==> src/rtl/fsub_arbiter.sv <==
// Round-robin issue controller sharing one pipelined fsub among N requesters.
// A tag pipeline matched to the fsub latency routes each result back to its issuer.
module fsub_arbiter #(
  parameter int N       = 4,
  parameter int LATENCY = 2
) (
  input  logic            clk,
  input  logic            rst,
  input  logic            en,
  input  logic [N-1:0]    req_valid,
  output logic [N-1:0]    req_ready,
  input  logic [32*N-1:0] req_x1,
  input  logic [32*N-1:0] req_x2,
  output logic [31:0]     fsub_x1,
  output logic [31:0]     fsub_x2,
  input  logic [31:0]     fsub_y,
  output logic [N-1:0]    resp_valid,
  output logic [31:0]     resp_y,
  output logic            busy
);

  localparam int PW = $clog2(N);
  localparam logic [N-1:0] ONE = {{(N-1){1'b0}}, 1'b1};

  logic [PW-1:0]      ptr;
  logic [PW-1:0]      gidx;
  logic               xfer;
  int                 cand;
  logic [LATENCY-1:0] tag_v;
  logic [PW-1:0]      tag_idx [LATENCY];

  // First valid requester after the last winner, searched in wrap-around order.
  always_comb begin
    req_ready = '0;
    gidx      = '0;
    xfer      = 1'b0;
    fsub_x1   = '0;
    fsub_x2   = '0;
    cand      = 0;
    if (en && !rst) begin
      for (int k = 1; k <= N; k++) begin
        cand = (int'(ptr) + k) % N;
        if (!xfer && req_valid[cand]) begin
          xfer            = 1'b1;
          gidx            = PW'(cand);
          req_ready[cand] = 1'b1;
          fsub_x1         = req_x1[32*cand +: 32];
          fsub_x2         = req_x2[32*cand +: 32];
        end
      end
    end
  end

  always_ff @(posedge clk or posedge rst) begin
    if (rst) begin
      ptr        <= PW'(N-1);
      tag_v      <= '0;
      for (int k = 0; k < LATENCY; k++) tag_idx[k] <= '0;
      resp_valid <= '0;
      resp_y     <= '0;
    end else begin
      if (xfer) ptr <= gidx;
      tag_v[0]   <= xfer;
      tag_idx[0] <= gidx;
      for (int k = 1; k < LATENCY; k++) begin
        tag_v[k]   <= tag_v[k-1];
        tag_idx[k] <= tag_idx[k-1];
      end
      // Result strobe is a single cycle; requesters must capture it then.
      resp_valid <= tag_v[LATENCY-1] ? (ONE << tag_idx[LATENCY-1]) : '0;
      if (tag_v[LATENCY-1]) resp_y <= fsub_y;
    end
  end

  assign busy = (|tag_v) | (|resp_valid);

endmodule

==> config.mk <==
export PLATFORM = sky130hd
export DESIGN_NAME = fsub_arbiter
export DESIGN_NICKNAME = d
export VERILOG_FILES = /design/src/rtl/fsub_arbiter.sv
export SDC_FILE = /design/constraint.sdc
export NUM_CORES = 1
export LEC_CHECK = 0
export CAP_MARGIN = 5
export CORE_ASPECT_RATIO = 0.5
export CORE_MARGIN = 2
export CORE_UTILIZATION = 41
export DETAILED_ROUTE_END_ITERATION = 16
export HOLD_SLACK_MARGIN = 0.08
export PLACE_DENSITY_LB_ADDON = 0.3
export SLEW_MARGIN = 20
export SYNTH_ARGS = -nofsm -noshare
export SYNTH_HDL_FRONTEND = slang
export SYNTH_SLANG_ARGS = --single-unit
==> constraint.sdc <==
create_clock -name clk -period 4.3 [get_ports clk]
set_clock_uncertainty 0.1 [all_clocks]
set_input_delay 0.86 -clock clk [delete_from_list [all_inputs] [get_ports clk]]
set_output_delay 0.86 -clock clk [all_outputs]
set_load 0.02 [all_outputs]
==> impl_metrics.yaml <==
clocking:
  cts_buffers: 5
  worstSkewPairLatency_ns: 0.28
  cts.sink_count: 44
  cts_tree: "yes"
  path_clk_slew_ns: 0.06
  cts_htree_levels: 2
  clock_path_buffers: 2
  holdBufCountCts: 0
  clock_tree.root_cell: "clkbuf_16"
route:
  antenna_left: 0
  vias_per_cell: 6.68
  wl_met2_um: 18000
  vias: 9813
  wl_met3_um: 1870
  first_pass_iters: 5
  top_layer_used: "met4"
  wl_um: 34700
  drc: 0
  drtIter0Drc: 660
  routedWlPerCell_um: 23.6
  wl_met1_um: 13300
synth:
  yosys_register_bits: 44
  syn_area_per_cell_um2: 12.9
  yosysSeqAreaShare: 0.111
  synth_area_um2: 9900
  syn_nets: 1070
  ys_warn_count: 0
  synth.distinct_cells: 30
  netlist_instances: 767
outcome:
  outcome: "finished clean"
place:
  dp_cells: 1437
  dp_slack_ns: -0.301
  portBuffers: 399
  dp_hpwl_um: 25800
  routabilityCongestion: 0.834
sta:
  slew_headroom: 0.536
  fmax_mhz: 236
  final.min_clock_period_ns: 4.24
  worstMarginPinSlew_ns: 0.696
  final_hold_viol_count: 0
  setup_ws_ns: 0.0589
  period_share: 0.986
  final_max_slew_viol_count: 0
  setup_viol: 0
power:
  totalPowerFinal_mw: 10.7
  p_leak_nw: 5.75
  power_density_nw_per_um2: 693
  ir_drop_v: 0.000573
setup_path:
  cpPeakStageDelay_ns: 0.49
  path_cells: "dlygate4sd2_1 -> buf_4 -> mux4_2 -> buf_4 -> nor2b_4 -> buf_12 -> buf_4 -> a221oi_1 -> o32ai_2 -> dlygate4sd2_1"
  arrival_ns: 3.28
  worst_path_max_delay_cell: "mux4_2"
  path_class: "in -> out"
  cp_common_cell: "buf_4"
  end_kind: "primary output"
  worstPathRequired_ns: 3.34
  critPathMaxFanout: 16
  startpoint_type: "primary input"
floorplanning:
  die_width_um: 224
  initial_core_util: 0.415
  io_pins: 400
  die_area_um2: 25500
  rows: 40
  design.core.area_um2: 23900
  die_y_um: 114
global_route:
  grt_usage: 0.268
  grt_first_pass_wirelength_um: 54300
  grt_overflow: 0
  antenna_found_initial: 2
  first_global_vias: 10100
  grt_max_degree: 103
layout:
  fin_cells: 1468
  num-fill-cells: 1850
  nets: 1453
  utilization: 0.647
  layout-drive-gt1-share: 0.404
  areaGrowthSynthToFinish_pct: 55.9
flow_run:
  cap_viol_max_count: 0
hold_path:
  worstHoldPathType: "reg -> reg"
==> what timing repair did <==
action                                  CTS  global route
gates resized for setup                  98             6
endpoints found under the setup margin   68             8
setup buffers                            13             5
pin swaps                                 3             2
cloned                                    3             0
==> cells by family after synthesis <==
| family | count (synthesis) | share of synthesized area |
|---|---|---|
| and+or+nand+nor | 86 | 0.0370 |
| adders and majority gates | 8 | 0.0101 |
| buffers and inverters | 181 | 0.0795 |
| xor gates and xnor gates | 1 | 0.000885 |
| muxes | 297 | 0.633 |
| DFF | 44 | 0.111 |
| AOI/OAI and AO/OA | 150 | 0.128 |
==> layout by cell type, fill, tap and decap left out, types with 2 or more instances in the layout <==
master | Yosys | routed
o21ai_0 | 6 | 6
dfstp_4 | 0 | 2
buf_2 | 44 | 5
nand2_1 | 6 | 6
dfrtp_1 | 42 | 42
mux2i_1 | 3 | 3
diode_2 | 0 | 2
clkbuf_16 | 0 | 5
nor2_1 | 69 | 69
buf_16 | 0 | 3
a21oi_1 | 3 | 3
buf_6 | 7 | 4
buf_12 | 0 | 18
dlygate4sd2_1 | 0 | 63
ha_1 | 8 | 7
o31ai_1 | 2 | 2
o32ai_2 | 0 | 51
o32ai_4 | 0 | 10
a221oi_1 | 69 | 68
nor2b_1 | 4 | 3
clkdlybuf4s15_1 | 0 | 3
o22ai_1 | 4 | 4
mux2_2 | 34 | 34
o32ai_1 | 64 | 3
buf_4 | 0 | 61
inv_1 | 72 | 70
mux4_2 | 260 | 260
clkdlybuf4s50_1 | 0 | 327
==> path summary, 6_finish.rpt <==
| kind | startpoint | end | slack, ns | cells past startpoint |
|---|---|---|---|---|
| min in group asynchronous | rst | tag_idx[2] | 0.97 | 3 |
| worst max-delay path | req_valid[0] | fsub_x1[10] | 0.06 | 10 |
| worst max register to register | ptr[0] | ptr[0] | 1.81 | 9 |
| max in group asynchronous | rst | resp_y[6] | 2.75 | 3 |
| worst min register to register | tag_idx[3] | tag_idx[1] | 0.25 | 0 |
| worst min-delay path | tag_idx[3] | tag_idx[1] | 0.25 | 0 |
==> flip-flops by register name, summed over array words and instances (netlist names) <==
register	count
ptr	2
tag_v	2
resp_valid	4
tag_idx	4
resp_y	32
==> through the flow <==
step	hold WS, ns	TNS, ns	area, µm²
5_1_grt	0.264	-0.00296	15400
3_3_place_gp	0.235	-12.49	15100
4_1_cts	0.249	0	15400
3_5_place_dp	0.236	-15.19	15100
2_1_floorplan	0.231	0	10500
6_report	0.250	0	15400
==> worst max-delay path: cells and delay by family <==
family / cells / cell delay (ns)
multiplexers: 1 / 0.49
AND/OR/NAND/NOR: 1 / 0.14
buffers and inverters: 6 / 1.23
AO/OA/AOI/OAI: 2 / 0.53
==> Yosys cell counts, drive strengths merged <==
master	n	share of area
nor3	1	0.0010
o22ai	4	0.0025
dfrtp	42	0.11
or4b	1	0.0014
and3	1	0.00063
mux2i	3	0.0030
nand2	7	0.0034
nor3b	1	0.00076
clkbuf	51	0.019
a21oi	3	0.0015
nand3	1	0.00051
a221oi	69	0.061
o211ai	1	0.00076
nor2b	4	0.0025
dfstp	2	0.0053
inv	72	0.027
buf	58	0.033
xnor2	1	0.00088
a211oi	1	0.00076
ha	8	0.010
mux2	34	0.039
o31ai	2	0.0015
nor4	1	0.00063
mux4	260	0.59
o32ai	64	0.057
nor2	69	0.026
o21ai	6	0.0030
==> area by class of cell <==
class	instances	area, µm²	area share
Clock buffer	5	125	0.00811
Inverter	72	270	0.0175
Clock inverter	3	46.3	0.00300
Multi-Input combinational cell	542	8630	0.559
Sequential cell	44	1110	0.0720
Tap cell	315	394	0.0255
Timing Repair Buffer	485	4860	0.315
Antenna cell	2	5.00	0.000324
==> metal layers <==
metal / vias to the layer above / global-route usage
met5: - / 0
met4: 0 / 0.113
met3: 98 / 0.0314
met2: 438 / 0.480
met1: 5105 / 0.333
li1: 4172 / -
==> power by group <==
group,internal [mW],leakage (nW),switching [mW],total [mW]
clock network,0.276,0.0804,0.152,0.428
registers,0.551,0.531,0.0641,0.615
logic,5.00,5.14,4.67,9.66
No activity file was read; power rests on OpenSTA's default activity.
